--- src/rtl/m68k_bus_responder_pkg.sv ---
// Shared definitions for the 68K bus responder and its chip-select decoder:
// responder state encoding, memory select codes and default wait/timeout values.
package m68k_bus_responder_pkg;

    typedef enum logic [2:0] {
        ST_IDLE,
        ST_DECODE,
        ST_MEM,
        ST_COUNT,
        ST_ACK,
        ST_ERR
    } bus_state_t;

    // Which local region a COUNT wait belongs to; REG_NONE means an unmapped access.
    typedef enum logic [1:0] {
        REG_NONE,
        REG_SHARED,
        REG_IO
    } wait_region_t;

    localparam logic [1:0] MEM_SEL_ROM = 2'd0;
    localparam logic [1:0] MEM_SEL_RAM = 2'd1;

    localparam int DEF_SHARED_WAIT = 1;
    localparam int DEF_IO_WAIT     = 0;
    localparam int DEF_TIMEOUT     = 255;

    localparam int CNT_W = 8;

endpackage

--- src/rtl/m68k_bus_responder_bus_wait_counter.sv ---
// Loadable down-counter with a zero flag; it sticks at zero once reached.
module bus_wait_counter #(
    parameter int WIDTH = 8
) (
    input  logic             clk,
    input  logic             rst_n,
    input  logic             load,
    input  logic [WIDTH-1:0] load_value,
    input  logic             dec,
    output logic             zero
);

    logic [WIDTH-1:0] count;

    always_ff @(posedge clk or negedge rst_n) begin
        if (!rst_n) begin
            count <= '0;
        end else if (load) begin
            count <= load_value;
        end else if (dec && (count != '0)) begin
            count <= count - 1'b1;
        end
    end

    assign zero = (count == '0);

endmodule

--- src/rtl/m68k_bus_responder.sv ---
// 68000 bus cycle responder: decodes region selects, runs external memory requests or
// local wait states, and answers the CPU with DTACK or, on timeout, BERR.
module m68k_bus_responder
    import m68k_bus_responder_pkg::*;
#(
    parameter int SHARED_WAIT = DEF_SHARED_WAIT,
    parameter int IO_WAIT     = DEF_IO_WAIT,
    parameter int TIMEOUT     = DEF_TIMEOUT
) (
    input  logic        clk_sys,
    input  logic        reset_n,
    input  logic        cpu_as_n,
    input  logic        cpu_rw,
    input  logic        cpu_uds_n,
    input  logic        cpu_lds_n,
    input  logic [15:0] cpu_dout,
    input  logic        prog_rom_cs,
    input  logic        ram_cs,
    input  logic        shared_ram_cs,
    input  logic        io_cs,
    output logic        mem_req,
    output logic        mem_we,
    output logic [1:0]  mem_be,
    output logic [1:0]  mem_sel,
    output logic [15:0] mem_wdata,
    input  logic        mem_ack,
    input  logic [15:0] mem_rdata,
    input  logic [15:0] shared_rdata,
    input  logic [15:0] io_rdata,
    output logic [15:0] cpu_din,
    output logic        cpu_dtack_n,
    output logic        cpu_berr_n
);

    localparam logic [CNT_W-1:0] TIMEOUT_LOAD = CNT_W'(TIMEOUT - 1);
    localparam logic [CNT_W-1:0] SHARED_LOAD  = CNT_W'(SHARED_WAIT);
    localparam logic [CNT_W-1:0] IO_LOAD      = CNT_W'(IO_WAIT);

    bus_state_t       state, state_next;
    wait_region_t     wregion, wregion_next;
    logic             as_q;
    logic             rd_q, rd_next;
    logic             stale;
    logic             issue, stale_set;
    logic             cnt_load, cnt_dec, cnt_zero;
    logic [CNT_W-1:0] cnt_value;
    logic             latch_en;
    logic [15:0]      latch_data;

    bus_wait_counter #(
        .WIDTH(CNT_W)
    ) u_wait_counter (
        .clk       (clk_sys),
        .rst_n     (reset_n),
        .load      (cnt_load),
        .load_value(cnt_value),
        .dec       (cnt_dec),
        .zero      (cnt_zero)
    );

    always_comb begin
        state_next   = state;
        wregion_next = wregion;
        rd_next      = rd_q;
        issue        = 1'b0;
        stale_set    = 1'b0;
        cnt_load     = 1'b0;
        cnt_value    = '0;
        cnt_dec      = 1'b0;
        latch_en     = 1'b0;
        latch_data   = '0;
        case (state)
            ST_IDLE: begin
                if (as_q && !cpu_as_n) state_next = ST_DECODE;
            end
            ST_DECODE: begin
                if (cpu_as_n) begin
                    state_next = ST_IDLE;
                end else if (mem_req) begin
                    // An aborted request is still outstanding: wait for its ack, then re-decode.
                    if (!mem_ack) begin
                        state_next = ST_MEM;
                        stale_set  = 1'b1;
                        cnt_load   = 1'b1;
                        cnt_value  = TIMEOUT_LOAD;
                    end
                end else if (prog_rom_cs || ram_cs) begin
                    if (prog_rom_cs && !cpu_rw) begin
                        state_next = ST_ACK;
                    end else begin
                        state_next = ST_MEM;
                        issue      = 1'b1;
                        cnt_load   = 1'b1;
                        cnt_value  = TIMEOUT_LOAD;
                    end
                end else begin
                    state_next = ST_COUNT;
                    cnt_load   = 1'b1;
                    rd_next    = cpu_rw;
                    if (shared_ram_cs) begin
                        wregion_next = REG_SHARED;
                        cnt_value    = SHARED_LOAD;
                    end else if (io_cs) begin
                        wregion_next = REG_IO;
                        cnt_value    = IO_LOAD;
                    end else begin
                        wregion_next = REG_NONE;
                        cnt_value    = TIMEOUT_LOAD;
                    end
                end
            end
            ST_MEM: begin
                if (cpu_as_n) begin
                    state_next = ST_IDLE;
                end else if (mem_ack) begin
                    if (stale) begin
                        state_next = ST_DECODE;
                    end else begin
                        state_next = ST_ACK;
                        latch_en   = !mem_we;
                        latch_data = mem_rdata;
                    end
                end else if (cnt_zero) begin
                    state_next = ST_ERR;
                end else begin
                    cnt_dec = 1'b1;
                end
            end
            ST_COUNT: begin
                if (cpu_as_n) begin
                    state_next = ST_IDLE;
                end else if (cnt_zero) begin
                    if (wregion == REG_NONE) begin
                        state_next = ST_ERR;
                    end else begin
                        state_next = ST_ACK;
                        latch_en   = rd_q;
                        latch_data = (wregion == REG_SHARED) ? shared_rdata : io_rdata;
                    end
                end else begin
                    cnt_dec = 1'b1;
                end
            end
            ST_ACK, ST_ERR: begin
                if (cpu_as_n) state_next = ST_IDLE;
            end
            default: state_next = ST_IDLE;
        endcase
    end

    always_ff @(posedge clk_sys or negedge reset_n) begin
        if (!reset_n) begin
            state       <= ST_IDLE;
            wregion     <= REG_NONE;
            as_q        <= 1'b1;
            rd_q        <= 1'b0;
            stale       <= 1'b0;
            mem_req     <= 1'b0;
            mem_we      <= 1'b0;
            mem_be      <= '0;
            mem_sel     <= MEM_SEL_ROM;
            mem_wdata   <= '0;
            cpu_din     <= '0;
            cpu_dtack_n <= 1'b1;
            cpu_berr_n  <= 1'b1;
        end else begin
            state   <= state_next;
            wregion <= wregion_next;
            as_q    <= cpu_as_n;
            rd_q    <= rd_next;
            if (issue) begin
                stale <= 1'b0;
            end else if (stale_set) begin
                stale <= 1'b1;
            end
            if (issue) begin
                mem_req   <= 1'b1;
                mem_we    <= !cpu_rw;
                mem_be    <= {!cpu_uds_n, !cpu_lds_n};
                mem_wdata <= cpu_dout;
                mem_sel   <= prog_rom_cs ? MEM_SEL_ROM : MEM_SEL_RAM;
            end else if (mem_ack) begin
                mem_req <= 1'b0;
            end
            if (latch_en) cpu_din <= latch_data;
            // Strobes follow the next state so they release in the same cycle AS is seen high.
            cpu_dtack_n <= (state_next != ST_ACK);
            cpu_berr_n  <= (state_next != ST_ERR);
        end
    end

endmodule

--- config.mk ---
export PLATFORM = sky130hd
export DESIGN_NAME = m68k_bus_responder
export DESIGN_NICKNAME = d
export VERILOG_FILES = /design/src/rtl/m68k_bus_responder_pkg.sv /design/src/rtl/m68k_bus_responder_bus_wait_counter.sv /design/src/rtl/m68k_bus_responder.sv
export SDC_FILE = /design/constraint.sdc
export NUM_CORES = 1
export LEC_CHECK = 0
export BUFFER_PORTS_ARGS = -buffer_cell sky130_fd_sc_hd__clkbuf_2
export CAP_MARGIN = 0
export CORE_MARGIN = 8
export CORE_UTILIZATION = 52
export CTS_BUF_LIST = sky130_fd_sc_hd__clkbuf_16
export DETAILED_ROUTE_END_ITERATION = 10
export GPL_TIMING_DRIVEN = 0
export PLACE_DENSITY = 0.86
export SYNTH_ARGS = -nofsm -noshare
export SYNTH_HDL_FRONTEND = slang
export SYNTH_SLANG_ARGS = --single-unit
export TNS_END_PERCENT = 50
--- constraint.sdc ---
create_clock -name clk_sys -period 5.7 [get_ports clk_sys]
set_input_delay 0.57 -clock clk_sys [delete_from_list [all_inputs] [get_ports clk_sys]]
set_output_delay 0.57 -clock clk_sys [all_outputs]
set_load 0.005 [all_outputs]
==> impl_metrics.tcl, run 1 <==
set metrics [dict create \
    status "finished, final reports clean" \
    first_global_vias 2530 \
    clock_sinks 55 \
    cp_slowest_stage_delay_ns 0.54 \
    required_ns 5.87 \
    setup_slack_ns 2.99 \
    cts_resized 0 \
    report.final.hold_viol_count 0 \
    timing.max_cap.violations 0 \
    cts_tree "built" \
    synth-simple-area-share_pct 18.4 \
    synth_compound_area_share_pct 18.5 \
    ys_seq_elements 55 \
    core_sq_um 5110 \
    ir_drop_mv 0.246 \
    finClkSkew_ns 0.00597 \
    vias_per_cell 5.41 \
    crit_path_end_kind "flip-flop" \
    grt_max_degree 56 \
    wire_per_inst_um 16.0 \
    grt-ovfl-total 0 \
    ys_types 55 \
    setup_viol 0 \
    post-cts-setup-buffers 0 \
    detail-route-antenna-nets 0 \
    dp_hpwl_mm 5.61 \
    startpoint_type "flip-flop" \
    final_common_cell "clkbuf_2" \
    antenna_found_initial 0 \
    synth_top_family_by_area "compound AO/OA/AOI/OAI gates" \
    timing.critical_path.buf_inv 3 \
    clockBufferDepth 2 \
    synth.avg_cell_area_sq_um 10.4 \
    muxShareOfSynthArea_pct 8.05 \
    cpLargestDelayFamily "simple AND/OR/NAND/NOR gates" \
    path_depth 8 \
    syn_to_final_growth_pct 30.4 \
    drive_gt1_share_pct 41.4 \
    arrival_ns 2.88 \
    syn_area_sq_um 2770 \
    clk_latency_ns 0.29 \
    dp_slack_ns 2.97 \
    cts_max_level 2 \
    start_util_pct 54.2 \
    power_density_nw_per_um2 390 \
    placed_cell_area_sq_um 3420 \
    rsz0062_at_grt "false" \
    final.setup.tns_ns 0 \
    synth_flop_cell "dfrtp_1" \
    yosysWarnings 0 \
    post-route-min-period_ns 2.71 \
    routed_wl_mm 7.32 \
    synth_fp_nets 344 \
    fill_cells 400 \
    cts_hold_buf 0 \
    power_leakage_nw 1.80 \
    critPathMaxFanout 10 \
    maxSlewViolCount 0 \
    drt_iter0_markers 121 \
    remaining_drc_errors 0 \
    synthArstFlopShare_pct 100 \
    design_area_sq_um 3610 \
    dr.pass1.iters 4 \
    max_slew_margin_pct 30.9 \
    criticalPathCategory "reg2reg" \
    final_cell_mix "clkbuf_2, nand2_1, dfrtp_1" \
    path_clk_slew_ns 0.07 \
    port_buffers 113 \
    die-area_sq_um 7910 \
    die_h_um 89.0 \
    grt_pass1_wl_mm 11.6 \
    syn_inst 267 \
    ys_seq_area_share_pct 49.9 \
    final_nets 465 \
    hold_path.class "in2async" \
    num_antenna_cells 0 \
    finalCritPeriodShare_pct 47.5 \
    die_x_um 89.0 \
    fmax_ghz 0.369 \
    worst_slew_pin_slew_ns 1.03 \
    root_buffer "clkbuf_16" \
    ios 115 \
    synth-edff-count 0 \
    worstPathCellList "inv_1 -> ha_1 -> nor3b_2 -> nand4_2 -> a2bb2o_1 -> buf_4 -> buf_6 -> mux2_2" \
    rows 26 \
    grtUsageTotal_pct 18.6 \
    vias 2482 \
    rr_worst_depth 8 \
    synthAdderAreaFrac_pct 0.904 \
    place_congestion 0.869 \
    synth_xor_xnor_area_share_pct 0.316 \
    cts_made_buffers 5 \
    slowest_stage "nor3b_2" \
]
[final cells by class]
cell class / count / area (sq um) / area share, %
buffer: 15 / 85.1 / 2.36
multi-input combinational: 191 / 1280 / 35.5
sequential: 55 / 1380 / 38.2
clock inverter: 3 / 42.5 / 1.18
tap: 70 / 87.6 / 2.43
timing repair buffer: 114 / 586 / 16.2
clock buffer: 5 / 125 / 3.47
inverter: 6 / 22.5 / 0.624
[flip-flops by register name, indices dropped and copies added, names as in the netlist]
signal                flops
as_q                      1
cpu_berr_n                1
cpu_din                  16
cpu_dtack_n               1
mem_be                    2
mem_req                   1
mem_sel                   1
mem_wdata                16
mem_we                    1
rd_q                      1
stale                     1
state                     3
u_wait_counter.count      8
wregion                   2
[power breakdown]
| part | internal [W] | total, W | switching (W) |
|---|---|---|---|
| clock network | 0.000207 | 0.000342 | 0.000135 |
| registers | 0.000520 | 0.000629 | 0.000109 |
| logic | 0.000211 | 0.000436 | 0.000224 |
| total | 0.000938 | 0.00141 | 0.000469 |
[cells in the mapped netlist, types with 3 or more instances]
| cell type | number | share of area [%] |
|---|---|---|
| a211oi_1 | 3 | 0.81 |
| nor2_1 | 6 | 0.81 |
| inv_1 | 6 | 0.81 |
| a31oi_1 | 4 | 0.90 |
| o2bb2ai_1 | 16 | 5.1 |
| or3_1 | 4 | 0.90 |
| buf_2 | 5 | 0.90 |
| mux2_2 | 18 | 7.3 |
| nor3_1 | 6 | 1.1 |
| dfstp_2 | 3 | 2.8 |
| o21ai_0 | 11 | 2.0 |
| nor2b_1 | 3 | 0.68 |
| nand2b_1 | 3 | 0.68 |
| dfrtp_1 | 52 | 47 |
| clkbuf_1 | 6 | 0.81 |
| a22oi_1 | 16 | 4.3 |
| nand2_1 | 55 | 7.5 |
[through the flow]
stage	power, W	std cells	utilization, %	hold WS (ns)
after floorplan	0.000869	267	-	0.274
after global placement	0.00105	450	67.0	0.458
after detailed placement	0.00107	450	67.0	0.461
after CTS	0.00141	458	70.3	0.445
after global routing	0.00151	459	70.7	0.166
final	0.00141	459	70.7	0.157
[worst paths after layout]
kind | start | to | slack, ns
max | u_wait_counter.count[0]$_DFFE_PN0P_ | cpu_din[12]$_DFFE_PN0P_ | 2.99
max reg2reg | u_wait_counter.count[0]$_DFFE_PN0P_ | cpu_din[12]$_DFFE_PN0P_ | 2.99
min | reset_n | mem_wdata[10]$_DFFE_PN0P_ | 0.16
min in group clk_sys | cpu_as_n | as_q$_DFF_PN1_ | 0.44
min reg2reg | mem_wdata[10]$_DFFE_PN0P_ | mem_wdata[10]$_DFFE_PN0P_ | 0.47
max in group asynchronous | reset_n | cpu_dtack_n$_DFF_PN1_ | 4.97
[worst reg2reg max path: cells and delay by family (launching register included)]
kind,cells,cell delay (ns)
DFF,1,0.43
AOI/OAI and AO/OA,1,0.34
adders and majority gates,1,0.14
and+or+nand+nor,2,0.91
buffers and inverters,3,0.42
muxes,1,0.35
[layer usage]
layer,GRT usage (%),routed length [um],vias up
met5,0,0,-
met4,6.34,78,0
met3,5.33,540,6
met2,32.7,3780,92
met1,21.1,2920,1174
li1,-,-,1210
[logic make-up after synthesis]
logic type | Yosys count
compound gates | 68
xor+xnor | 1
fa+ha+maj | 2
buf+inv | 21
flops | 55
mux | 20
other cells | 1
simple gates | 99
Power figures use the tool's default switching activity.
==> run 2: changes to the inputs <==
CORE_UTILIZATION = 43   (was 52)
PLACE_DENSITY = 0.76   (was 0.86)
clock period = 2.29 ns   (was 5.7 ns; I/O delays follow)
==> run 2 against run 1 <==
Clock-buffer cell count unchanged. Sequential share of layout area down 0.79 points. Clock power is 140% higher. Critical endpoint is now u_wait_counter.count[2]$_DFFE_PN0P_. Non-clock buffer count is 5 higher. Sequential cell count did not move. Global-route usage decreased by 2.6 points. Setup slack worse by 2.9 ns.
==> impl_metrics.tcl, run 2 (synthesis gave the netlist of run 1 again) <==
set metrics [dict create \
    status "finished, final reports clean" \
    drive_gt1_share_pct 41.9 \
    report.final.hold_viol_count 0 \
    crit_path_end_kind "flip-flop" \
    grt_max_degree 56 \
    ios 115 \
    post-route-min-period_ns 2.16 \
    cts_max_level 2 \
    seqCellArea_sq_um 1380 \
    fill_cells 550 \
    rr_worst_depth 6 \
    path_clk_slew_ns 0.06 \
    met1_usage_pct 19.6 \
    rsz0062_at_grt "false" \
    ir_drop_mv 0.597 \
    root_buffer "clkbuf_16" \
    whs_ns 0.0872 \
    rows 29 \
    port_buffers 113 \
    first_global_vias 2457 \
    clock_sinks 55 \
    fmax_ghz 0.463 \
    arrival_ns 2.32 \
    die_h_um 96.2 \
    startpoint_type "flip-flop" \
    die_x_um 96.2 \
    placed_cell_area_sq_um 3430 \
    multi_input_area_sq_um 1310 \
    grtUsageMet2_pct 27.1 \
    final_cell_mix "clkbuf_2, nand2_1, dfrtp_1" \
    grt_pass1_wl_mm 11.7 \
    die-area_sq_um 9260 \
    num_antenna_cells 0 \
    total_power_w 0.00352 \
    reg2reg_to "u_wait_counter.count[2]$_DFFE_PN0P_" \
    critPathMaxFanout 9 \
    vias 2485 \
    clockBufferDepth 2 \
    max_slew_margin_pct 64.6 \
    grtUsageMet3_pct 3.43 \
    dp_hpwl_mm 5.75 \
    reg2reg_from "state[0]$_DFF_PN0_" \
    syn_to_final_growth_pct 33.1 \
    top_regs "cpu_din x16, mem_wdata x16, u_wait_counter.count x8" \
    power_density_nw_per_um2 955 \
    grt-busiest-layer "met2" \
    place_congestion 0.824 \
    whs_path_depth 1 \
    fin_util_pct 58.7 \
    routed_wl_mm 7.50 \
    finalCritPeriodShare_pct 94.3 \
    required_ns 2.45 \
    grtUsageTotal_pct 16.0 \
    core_sq_um 6280 \
    hold_path.class "in2reg" \
    whs_endpoint "as_q$_DFF_PN1_" \
    antenna_found_initial 0 \
    grt-ovfl-total 0 \
    final_common_cell "clkbuf_2" \
    clk_latency_ns 0.29 \
    final_nets 470 \
    criticalPathCategory "reg2reg" \
    finClkSkew_ns 0.00199 \
    detail-route-antenna-nets 0 \
    dp_slack_ns -0.363 \
    vias_per_cell 5.28 \
    maxSlewViolCount 0 \
    worst_slew_pin_slew_ns 0.532 \
    rrSetupSlack_ns 0.13 \
    setup_slack_ns 0.130 \
    cts_made_buffers 5 \
    start_util_pct 44.1 \
    drt_iter0_markers 98 \
    dr.pass1.iters 4 \
    remaining_drc_errors 0 \
    hold_start "cpu_as_n" \
    setup_viol 0 \
    power_leakage_nw 1.84 \
    cts_tree "built" \
    design_area_sq_um 3680 \
    timing.max_cap.violations 0 \
    wire_per_inst_um 15.9 \
]
[run 2: worst max-delay path by stage]
stage / to / start / slack, ns
final: u_wait_counter.count[2]$_DFFE_PN0P_ / state[0]$_DFF_PN0_ / 0.13
after global routing: mem_be[1]$_DFFE_PN0P_ / state[0]$_DFF_PN0_ / 0.02
after CTS: cpu_din[7]$_DFFE_PN0P_ / u_wait_counter.count[0]$_DFFE_PN0P_ / 0.02
after detailed placement: cpu_din[6]$_DFFE_PN0P_ / u_wait_counter.count[0]$_DFFE_PN0P_ / -0.36
after global placement: cpu_din[9]$_DFFE_PN0P_ / u_wait_counter.count[0]$_DFFE_PN0P_ / -0.34
after floorplan: cpu_din[10]$_DFFE_PN0P_ / u_wait_counter.count[0]$_DFFE_PN0P_ / 0.03
[run 2: area by class of cell]
cell class,instances,area share [%]
inverters,6,0.611
flip-flops and latches,55,37.5
multi-input cells,191,35.6
plain buffers,15,2.31
repair buffers,119,17.0
clock inverters,3,1.02
clock buffers,5,3.40
well taps,77,2.61
[run 2: timing repair]
item                                   4_1_cts  5_1_grt
setup endpoints to repair                   16       13
pin swaps                                    1        1
hold buffers                                 0        1
buffers inserted                             2        2
endpoints found under the hold margin        0       19
resized for setup                            2        3
[run 2: critical path, cell delays in order (launching register included)]
cell and delay [ns]:
dfrtp_1 0.52, or4b_1 0.46, buf_2 0.18, or3_1 0.36
buf_6 0.15, nor2_2 0.27, a311oi_1 0.09
[run 2: layer usage]
metal / up-vias / wire length, um
met5: - / 0
met4: 0 / 112
met3: 10 / 407
met2: 68 / 4020
met1: 1184 / 2960
li1: 1223 / -
[run 2: through the flow]
stage                     TNS (ns)  instances
after detailed placement     -4.69        457
after CTS                        0        467
after global placement       -4.46        457
after floorplan                  0        267
after global routing             0        471
final                            0        471
[run 2: report_power, final]
group	internal [W]	leakage, nW	switching [W]	total (W)
clock	0.000508	0.0864	0.000324	0.000832
combinational	0.000536	1.06	0.000572	0.00111
sequential	0.00129	0.693	0.000285	0.00158
total	0.00234	1.84	0.00118	0.00352
==> run 3: changes to the inputs <==
CORE_UTILIZATION = 50   (was 43)
PLACE_DENSITY = 0.83   (was 0.76)
clock period = 2.76 ns   (was 2.29 ns; I/O delays follow)
==> run 3 against run 2 <==
Critical path depth is 2 higher. Worst hold slack better by 0.052 ns. Routed wire length is 3.3% lower. Via count is 2.5% lower. Total power is 20% lower. Utilization is 7.5 points higher. Critical path type unchanged.
==> impl_metrics.tcl, run 3 (synthesis gave the netlist of run 1 again) <==
set metrics [dict create \
    status "finished, final reports clean" \
    dp_hpwl_mm 5.67 \
    final_nets 466 \
    routed_wl_mm 7.26 \
    design_area_sq_um 3600 \
    criticalPathCategory "reg2reg" \
    report.final.hold_viol_count 0 \
    clock_sinks 55 \
    vias 2424 \
    power_leakage_nw 1.80 \
    crit_path_end_kind "flip-flop" \
    maxSlewViolCount 0 \
    remaining_drc_errors 0 \
    grt_pass1_wl_mm 12.0 \
    start_util_pct 50.9 \
    arrival_ns 2.68 \
    top_regs "cpu_din x16, mem_wdata x16, u_wait_counter.count x8" \
    final.setup.tns_ns 0 \
    rsz0062_at_grt "false" \
    post-route-min-period_ns 2.51 \
    antenna_found_initial 0 \
    grt-ovfl-total 0 \
    cts_tree "built" \
    num_antenna_cells 0 \
    required_ns 2.93 \
    worstPathCellList "inv_1 -> ha_1 -> nor3b_4 -> nand4_2 -> a2bb2o_1 -> buf_4 -> buf_6 -> mux2_2" \
    swShare_pct 34.5 \
    first_global_vias 2537 \
    setup_viol 0 \
    syn_to_final_growth_pct 30.1 \
    grt_max_degree 56 \
    placed_cell_area_sq_um 3420 \
    final_common_cell "clkbuf_2" \
    clockBufferDepth 2 \
    fill_cells 451 \
    detail-route-antenna-nets 0 \
    rows 27 \
    die_x_um 90.4 \
    die_h_um 90.4 \
    final_cell_mix "clkbuf_2, nand2_1, dfrtp_1" \
    root_buffer "clkbuf_16" \
    place_congestion 0.868 \
    slowest_stage "dfrtp_1" \
    cpLargestDelayFamily "simple AND/OR/NAND/NOR gates" \
    wire_per_inst_um 15.7 \
    timing.critical_path.buf_inv 3 \
    drive_gt1_share_pct 41.0 \
    cp_slowest_stage_delay_ns 0.42 \
    worst_slew_pin_slew_ns 0.935 \
    hold_path.class "in2reg" \
    rrSetupSlack_ns 0.25 \
    timing.max_cap.violations 0 \
    path_clk_slew_ns 0.07 \
    multi_input_area_sq_um 1290 \
    critPathMaxFanout 10 \
    grtUsageTotal_pct 17.7 \
    seqPwrFrac_pct 46.3 \
    ios 115 \
    drt_iter0_markers 130 \
    core_sq_um 5440 \
    startpoint_type "flip-flop" \
    fmax_ghz 0.398 \
    post-cts-setup-buffers 0 \
    clk_latency_ns 0.29 \
    power_frac_comb_pct 32.2 \
    seqCellArea_sq_um 1380 \
    port_buffers 113 \
    die-area_sq_um 8170 \
    p_sw_w 0.000973 \
    dr.pass1.iters 4 \
    vias_per_cell 5.25 \
    max_slew_margin_pct 37.2 \
    finClkSkew_ns 0.00407 \
    power_density_nw_per_um2 783 \
    clkPwrFrac_pct 21.5 \
    p_int_w 0.00185 \
    finalCritPeriodShare_pct 91.0 \
    cts_made_buffers 5 \
    ir_drop_mv 0.506 \
    cts_max_level 2 \
]
run 3: cell types whose count changed in the layout (fill, tap and decap cells not counted), moves of 2 or more:
cell / previous run / this run
buf_4: 6 / 2
clkinv_1: 0 / 2
inv_1: 8 / 6
nor3_4: 2 / 0
run 3: area by class of cell:
cell class | count | area share [%]
Timing Repair Buffer | 115 | 16.5
Buffer | 15 | 2.36
Tap cell | 72 | 2.50
Multi-Input combinational cell | 191 | 35.7
Sequential cell | 55 | 38.3
Clock inverter | 3 | 0.417
Clock buffer | 5 | 3.48
Inverter | 6 | 0.626
run 3: worst paths after layout:
kind,start,endpoint,depth (start not counted)
max,u_wait_counter.count[0]$_DFFE_PN0P_,cpu_din[13]$_DFFE_PN0P_,8
min,cpu_as_n,as_q$_DFF_PN1_,1
max reg2reg,u_wait_counter.count[0]$_DFFE_PN0P_,cpu_din[13]$_DFFE_PN0P_,8
min reg2reg,mem_wdata[7]$_DFFE_PN0P_,mem_wdata[7]$_DFFE_PN0P_,2
max in group asynchronous,reset_n,cpu_dtack_n$_DFF_PN1_,3
min in group asynchronous,reset_n,mem_wdata[6]$_DFFE_PN0P_,2
run 3: what timing repair did:
action | CTS | global route
gates resized for setup | 0 | 1
hold buffers | 0 | 1
endpoints found under the setup margin | 0 | 10
endpoints found under the hold margin | 0 | 17
run 3: worst register-to-register path, cell delays in order (launching register included):
cell      delay (ns)
dfrtp_1         0.42
inv_1           0.11
ha_1            0.16
nor3b_4         0.41
nand4_2         0.31
a2bb2o_1        0.33
buf_4           0.16
buf_6           0.16
mux2_2          0.34
run 3: through the flow:
stage	std cells	hold WS [ns]	total power, W	setup WS (ns)	util (%)
floorplan	267	-0.0196	0.00179	0.502	-
global route	462	0.146	0.00302	0.131	66.2
global placement	452	0.434	0.00217	0.146	62.9
finish	462	0.140	0.00282	0.249	66.2
detailed placement	452	0.441	0.00222	0.0744	62.9
CTS	460	0.142	0.00282	0.0501	65.5
run 3: power by group through the flow:
| stage | clock, W | combinational (W) | sequential, W |
|---|---|---|---|
| floorplan | 0 | 0.000510 | 0.00128 |
| global placement | 0 | 0.000873 | 0.00129 |
| detailed placement | 0 | 0.000912 | 0.00130 |
| CTS | 0.000615 | 0.000913 | 0.00129 |
| global route | 0.000652 | 0.00103 | 0.00134 |
| finish | 0.000606 | 0.000908 | 0.00130 |
run 3: layer usage:
| layer | track usage, % | vias to the layer above | wire length, um |
|---|---|---|---|
| li1 | - | 1215 | - |
| met1 | 19.9 | 1122 | 2940 |
| met2 | 31.4 | 77 | 3780 |
| met3 | 5.07 | 10 | 405 |
| met4 | 5.55 | 0 | 131 |
| met5 | 0 | - | 0 |
